File: src/rtl/cpu_pkg.sv
// Shared CPU package: datapath width and output-buffer defaults used by
// cpu_top and out_port_buffer, plus the per-cycle buffer operation type.
package cpu_pkg;

    localparam int DATA_W        = 8;
    localparam int OUT_BUF_DEPTH = 8;

    // Operation the buffer performs in one cycle, encoded as {push, pop}.
    typedef enum logic [1:0] {
        BUF_IDLE = 2'b00,
        BUF_POP  = 2'b01,
        BUF_PUSH = 2'b10,
        BUF_BOTH = 2'b11
    } buf_op_e;

endpackage

File: src/rtl/out_buf_ram.sv
// DEPTH x DATA_W register array: one synchronous write port, one
// asynchronous read port, no reset.
module out_buf_ram #(
    parameter  int DATA_W = 8,
    parameter  int DEPTH  = 8,
    localparam int AW     = $clog2(DEPTH)
) (
    input  logic              clk,
    input  logic              we,
    input  logic [AW-1:0]     waddr,
    input  logic [DATA_W-1:0] wdata,
    input  logic [AW-1:0]     raddr,
    output logic [DATA_W-1:0] rdata
);

    logic [DATA_W-1:0] mem_q [DEPTH];

    // Synchronous write of the pushed value.
    // NOTE: storage is deliberately not reset; the pointers and count define
    // which entries are meaningful, so stale contents are never observed.
    always_ff @(posedge clk) begin
        if (we) begin
            mem_q[waddr] <= wdata;
        end
    end

    assign rdata = mem_q[raddr];

endmodule

File: src/rtl/out_port_buffer.sv
// Output-port buffer behind cpu_top: captures core OUT writes in a circular
// buffer and presents them show-ahead on a valid/ready interface, with a
// sticky flag for writes lost while full.
module out_port_buffer #(
    parameter int DATA_W = cpu_pkg::DATA_W,
    parameter int DEPTH  = cpu_pkg::OUT_BUF_DEPTH
) (
    input  logic                     clk,
    input  logic                     rst,
    input  logic                     wr_en,
    input  logic [DATA_W-1:0]        wr_data,
    output logic                     rd_valid,
    input  logic                     rd_ready,
    output logic [DATA_W-1:0]        rd_data,
    output logic [$clog2(DEPTH):0]   count,
    output logic                     full,
    output logic                     empty,
    output logic                     overflow,
    input  logic                     clr_ovf
);

    import cpu_pkg::*;

    localparam int            AW        = $clog2(DEPTH);
    localparam logic [AW:0]   DEPTH_CNT = (AW+1)'(DEPTH);

    logic [AW-1:0]     wr_ptr_q, wr_ptr_d;
    logic [AW-1:0]     rd_ptr_q, rd_ptr_d;
    logic [AW:0]       count_q,  count_d;
    logic              full_q,   full_d;
    logic              empty_q,  empty_d;
    logic              ovf_q,    ovf_d;

    logic              push, pop, drop;
    buf_op_e           op;
    logic [DATA_W-1:0] ram_rdata;

    // A full buffer still accepts a write when its head drains the same cycle.
    assign pop  = !empty_q && rd_ready;
    assign push = wr_en && (!full_q || pop);
    assign drop = wr_en && full_q && !pop;
    assign op   = buf_op_e'({push, pop});

    // Next-state pointers, occupancy and flags.
    // NOTE: every _d gets a default first so no path through the case can
    // leave a signal unassigned and infer a latch.
    always_comb begin
        wr_ptr_d = wr_ptr_q;
        rd_ptr_d = rd_ptr_q;
        count_d  = count_q;
        unique case (op)
            BUF_PUSH: begin
                wr_ptr_d = wr_ptr_q + 1'b1;
                count_d  = count_q + 1'b1;
            end
            BUF_POP: begin
                rd_ptr_d = rd_ptr_q + 1'b1;
                count_d  = count_q - 1'b1;
            end
            BUF_BOTH: begin
                wr_ptr_d = wr_ptr_q + 1'b1;
                rd_ptr_d = rd_ptr_q + 1'b1;
            end
            default: ;
        endcase
        full_d  = (count_d == DEPTH_CNT);
        empty_d = (count_d == '0);
        // A drop in the same cycle as a clear leaves the flag set.
        ovf_d   = drop ? 1'b1 : (clr_ovf ? 1'b0 : ovf_q);
    end

    // State registers; pointers wrap naturally at DEPTH (power of two).
    // NOTE: non-blocking assignments so every flop samples pre-edge values.
    always_ff @(posedge clk or posedge rst) begin
        if (rst) begin
            wr_ptr_q <= '0;
            rd_ptr_q <= '0;
            count_q  <= '0;
            full_q   <= 1'b0;
            empty_q  <= 1'b1;
            ovf_q    <= 1'b0;
        end else begin
            wr_ptr_q <= wr_ptr_d;
            rd_ptr_q <= rd_ptr_d;
            count_q  <= count_d;
            full_q   <= full_d;
            empty_q  <= empty_d;
            ovf_q    <= ovf_d;
        end
    end

    out_buf_ram #(
        .DATA_W (DATA_W),
        .DEPTH  (DEPTH)
    ) u_ram (
        .clk   (clk),
        .we    (push),
        .waddr (wr_ptr_q),
        .wdata (wr_data),
        .raddr (rd_ptr_q),
        .rdata (ram_rdata)
    );

    assign rd_valid = !empty_q;
    assign rd_data  = rd_valid ? ram_rdata : '0;
    assign count    = count_q;
    assign full     = full_q;
    assign empty    = empty_q;
    assign overflow = ovf_q;

endmodule

File: config.mk
export PLATFORM = sky130hd
export DESIGN_NAME = out_port_buffer
export DESIGN_NICKNAME = d
export VERILOG_FILES = /design/src/rtl/cpu_pkg.sv /design/src/rtl/out_buf_ram.sv /design/src/rtl/out_port_buffer.sv
export SDC_FILE = /design/constraint.sdc
export NUM_CORES = 1
export LEC_CHECK = 0
export CAP_MARGIN = 20
export CORE_ASPECT_RATIO = 0.75
export CORE_MARGIN = 2
export CORE_UTILIZATION = 40
export CTS_CLUSTER_SIZE = 24
export DETAILED_ROUTE_END_ITERATION = 10
export DONT_BUFFER_PORTS = 1
export PLACE_DENSITY = 0.56
export SKIP_LAST_GASP = 1
export SLEW_MARGIN = 15
export SYNTH_ARGS = -nofsm -noshare
export SYNTH_HDL_FRONTEND = slang
export SYNTH_HIERARCHICAL = 1
export SYNTH_SLANG_ARGS = --single-unit
File: constraint.sdc
create_clock -name clk -period 3 [get_ports clk]
set_input_delay 0.45 -clock clk [delete_from_list [all_inputs] [get_ports clk]]
set_output_delay 0.45 -clock clk [all_outputs]
set_load 0.03 [all_outputs]
### Word level (Yosys, flattened, before mapping)

Memory sizes are Yosys's and may differ from the RTL's.
Cells that the tools add are included.

* output and inout bits: 16
* RAM bits: 64
* word-level logic and storage cells: 33
* memories kept: 1
* register bits: 13

* multiplexer cells: 6
* eq/ne operators: 4
* add/sub/neg operators: 4
* reduce and logical (&&, ||, !) cells: 12

Memory list
* u_ram.mem_q: words 8, width 8, read ports 1, clocked after Yosys merged registers in 0, write ports 1, line out_buf_ram.sv:16 `logic [DATA_W-1:0] mem_q [DEPTH];`

Operators with widths (count)
* two-way mux 8 bit: 1
* case mux 4 bit (2 select lines): 1
* adder 3 x 1 -> 3 bit (second input constant): 2
* adder 4 x 1 -> 4 bit (second input constant): 1
* == test 2 bit (second input constant): 2
* == test 4 bit (second input constant): 1
* logical AND 1 bit: 4
* zero test 4 bit: 1
* two-way mux 1 bit: 4
* OR reduction 2 bit: 2
* subtractor 4 x 1 -> 4 bit (second input constant): 1
* zero test 1 bit: 3
* == test 2 x 1 -> 1 bit (second input constant): 1
* nonzero test 2 bit: 1
* logical OR 1 bit: 1

### Depth between registers and ports, before layout

* word-level depth: 7
* mapped depth: 11

### Cells and area by module

Netlist, hierarchy kept.

Modules (own cells, without submodules)
* out_buf_ram: cells an instance 106, area each 2531.2 sq um, instances 1
* out_port_buffer: cells an instance 75, area each 783.3 sq um, instances 1

### Worst setup path before layout

Ideal clock, no wire load.

* kind: register to register
* start point: reg empty_q (netlist: empty)
* end point: reg empty_q (netlist: empty)
* slack: 0.368 ns
* cell stages (with the launch flop): 12
* arrival time: 2.551 ns
* path buffers: 0
* library setup time: 0.081 ns
* data required time: 2.919 ns
* period minus slack after synthesis: 2.632 ns
* cells stage by stage: dfstp_2 > nor2b_1 > inv_1 > nand2_1 > nand2_1 > ha_1 > xor2_1 > ha_1 > nor3b_1 > nor2_1 > a211o_1 > a211oi_2

* longest elaborated chain between the ends: 7
* elaborated cells on any way between the ends: 8

Ends and longest elaborated chain
* from (decl): line out_port_buffer.sv:31 `logic empty_q, empty_d;`
* from (signal assigned): line out_port_buffer.sv:87 `empty_q <= empty_d;`
* zero test 1 bit *: line out_port_buffer.sv:39 `assign pop = !empty_q && rd_ready;`
* logical AND 1 bit *: line out_port_buffer.sv:39
* logical OR 1 bit: line out_port_buffer.sv:40 `assign push = wr_en && (!full_q || pop);`
* logical AND 1 bit: line out_port_buffer.sv:40
* == test 2 x 1 -> 1 bit or == test 2 bit (tied branches): line out_port_buffer.sv:51 `unique case (op)`
* case mux 4 bit (2 select lines) *: line out_port_buffer.sv:51
* zero test 4 bit *: line out_port_buffer.sv:67 `empty_d = (count_d == '0);`
* via empty_d: line out_port_buffer.sv:31

Mark *: on every way through the listed nets, which the timed path passes. The rest lies on a longest branch.
A chain may end at the register's enable or synchronous reset.

### Worst setup path in the final report

* start point: reg rd_ptr_q[0]
* end point: out rd_data[1]

* longest elaborated chain between the ends: 2

Ends and longest elaborated chain
* from (decl): line out_port_buffer.sv:28 `logic [AW-1:0] rd_ptr_q, rd_ptr_d;`
* from (signal assigned): line out_port_buffer.sv:84 `rd_ptr_q <= rd_ptr_d;`
* memory read (8 x 8 bit)
* via ram_rdata[1]: line out_port_buffer.sv:36 `logic [DATA_W-1:0] ram_rdata;`
* two-way mux 8 bit: line out_port_buffer.sv:105 `assign rd_data = rd_valid ? ram_rdata : '0;`
* to (decl): line out_port_buffer.sv:14 `output logic [DATA_W-1:0] rd_data,`

The timed path passes the listed nets, and every way through them passes these cells.

==> impl_metrics.yaml <==
status:
  status: "finished, final reports clean"
drt:
  wire_per_inst_um: 19.2
  drtPass1Iterations: 4
  viasPerCell: 5.16
  route.detailed.drc: 0
  routed_wl_um: 5900
  antenna_left: 0
  drt_first_iter_violations: 74
  vias: 1588
worst_setup_path:
  critPathMaxFanout: 17
  ff2ff_setup_slack_ns: 0.46
  regToRegEndpoint: "empty$_DFF_PP1_"
  worstPathArrival_ns: 2.18
  worstPathRequired_ns: 2.55
  startpoint_type: "flop"
  worstReg2RegStart: "empty$_DFF_PP1_"
  ff2ff_path_depth: 11
  slowest_delay_ns: 0.63
  cp_slowest_cell: "mux4_1"
  end_kind: "primary output"
  crit_type: "flop to primary output"
  crit_path_cell_trace: "buf_4 > mux4_1 > mux2_2 > nor2b_1"
logic_synthesis:
  ys_seq_area_share_pct: 67.8
  synth_area_leader_cell: "edfxtp_1"
  synth-seq-cells: 77
  yosysTopAreaCellShare_pct: 58.0
  yosys-top-cells-area: "edfxtp_1, mux4_1, dfrtp_1, mux2_2, ha_1"
  yosys_warnings: 6
  syn_avg_cell_area_um2: 18.3
  netlist_area_um2: 3310
  syn_inst: 181
  ys_types: 36
  syn_nets: 201
final_layout:
  fin_util_pct: 45.9
  drive_gt1_share_pct: 21.2
  stdcell_area_um2: 3650
  nets: 218
  fill_cells: 699
  syn2layout_area_growth_pct: 10.1
  seq_area_um2: 2250
  antennaDiodeCount: 0
  final_cells: 308
  multi_input_area_um2: 992
power_and_ir_drop:
  switching_power_mw: 1.35
  switching_share_pct: 37.6
  powerDensity_nw_per_um2: 988
  cellInternalPower_mw: 2.25
  leakage_nw: 1.28
  clkPwrFrac_pct: 18.5
  ir_worst_vdd_v: 0.000346
  pwr-share-seq_pct: 44.8
  pwr-share-comb_pct: 36.6
  power_mw: 3.60
grt:
  grt_pass1_vias: 1650
  overflow: 0
  gr-usage-all-layers_pct: 14.3
  antenna_found_initial: 0
  grt_first_pass_wirelength_um: 9150
  grt_max_degree: 18
sta:
  hold_slack_ns: 0.0244
  setup_ws_ns: 0.371
  tns_ns: 0
  clock_skew_ns: 0.00790
  min_period_ns: 2.63
  fin_crit_sh_pct: 87.6
  rsz0062_at_grt: "false"
  slew_viol_final: 0
  setup_viol: 0
  slew_headroom_pct: 58.4
  max_freq_mhz: 380
  tightest_slew_ns: 0.623
  hold_violations: 0
cts:
  cts_setup_buffers: 0
  ctsLongestPathBuffers: 2
  cts.sinks: 77
  cts_buffers: 9
  cts_tree: "yes"
  h-tree-depth: 3
  clk_pin_slew_ns: 0.08
  cts_root_buffer: "clkbuf_8"
  clk_latency_ns: 0.34
  postCtsHoldBufs: 0
  post_cts_resized: 0
placement:
  place.gp.congestion: 0.791
  dpl-instance-area_um2: 3480
  dp.cells: 292
  port_buffers: 0
  dpl_worst_slack_ns: 0.426
  hpwlAfterDp_um: 3740
hold_path:
  hold_path_class: "primary input to async pin"
floorplan:
  core-area_um2: 7950
  dieHeight_um: 82.8
  start_util_pct: 41.7
  io_pins: 29
  die_x_um: 109
  die_area_um2: 9040
  rows: 28
flow_run:
  cap_viol_max_count: 0
## worst max-delay path: cells and delay by family (launching register included)
kind                   cells  cell delay, ns
buffers and inverters      1            0.31
flip-flops                 1            0.38
multiplexers               2            0.91
AND/OR/NAND/NOR            1            0.23
## logic make-up (layout without fill, tap and decap cells)
logic type | Yosys count | count (layout) | share of synthesized area [%]
muxes | 26 | 26 | 16.0
buffers and inverters | 11 | 33 | 2.23
AOI/OAI and AO/OA | 9 | 9 | 2.04
xor gates and xnor gates | 8 | 8 | 2.11
adders and majority gates | 7 | 7 | 2.64
and+or+nand+nor | 43 | 43 | 7.17
DFF | 77 | 77 | 67.8
## routing by layer
metal	vias to the layer above	wire (um)	part of all wire, %	track usage (%)
met5	-	0	0	0
met4	0	78	1.3	4.90
met3	5	364	6.2	5.89
met2	38	2830	48	22.2
met1	801	2630	45	18.0
li1	744	-	-	-
## area by class of cell
class	instances	area share, %
multi-input combinational	93	27.2
clock buffer	10	3.50
clock inverter	6	1.10
timing repair buffer	12	2.47
sequential	77	61.6
tap	105	3.60
inverter	5	0.514
## synth_stat cells, drive strengths merged
master / number
edfxtp: 64
mux4: 16
dfrtp: 12
mux2: 10
nand2: 9
nor2b: 9
nor2: 8
ha: 7
xnor2: 6
buf: 5
inv: 5
nand2b: 4
nor3: 3
o21ai: 3
a211o: 2
a21oi: 2
nor3b: 2
xor2: 2
a211oi: 1
a2bb2oi: 1
and2: 1
and2b: 1
and3: 1
and3b: 1
clkbuf: 1
dfstp: 1
nand3: 1
nand4: 1
nand4b: 1
or2: 1
## how the worst max path moves through the flow
stage | depth (start not counted) | slack [ns] | from | to
after floorplan | 11 | 0.37 | empty$_DFF_PP1_ | empty$_DFF_PP1_
after global placement | 11 | 0.56 | rd_ready | empty$_DFF_PP1_
after detailed placement | 11 | 0.43 | rd_ready | empty$_DFF_PP1_
after CTS | 4 | 0.34 | rd_ptr_q[0]$_DFFE_PP0P_ | rd_data[1]
after global routing | 4 | 0.27 | rd_ptr_q[0]$_DFFE_PP0P_ | rd_data[1]
final | 4 | 0.37 | rd_ptr_q[0]$_DFFE_PP0P_ | rd_data[1]
## power groups by stage
| stage | clock network (mW) | logic [mW] | registers, mW |
|---|---|---|---|
| floorplan | 0 | 1.12 | 1.60 |
| global placement | 0 | 1.30 | 1.63 |
| detailed placement | 0 | 1.34 | 1.64 |
| CTS | 0.695 | 1.34 | 1.62 |
| global route | 0.738 | 1.43 | 1.65 |
| finish | 0.668 | 1.32 | 1.61 |
## cells in the final DEF, fill, tap and decap left out, types with 7 or more instances in the layout
master,n
clkbuf_8,9
ha_1,7
edfxtp_1,64
dfrtp_1,12
nor2_1,8
mux4_1,15
nor2b_1,9
mux2_2,10
buf_4,12
nand2_1,9
## registers in the layout, indices dropped and copies added, names as in the netlist
register / count
overflow: 1
wr_ptr_q: 3
rd_ptr_q: 3
empty: 1
u_ram/mem_q: 64
full: 1
count: 4
Power figures use the tool's default switching activity.
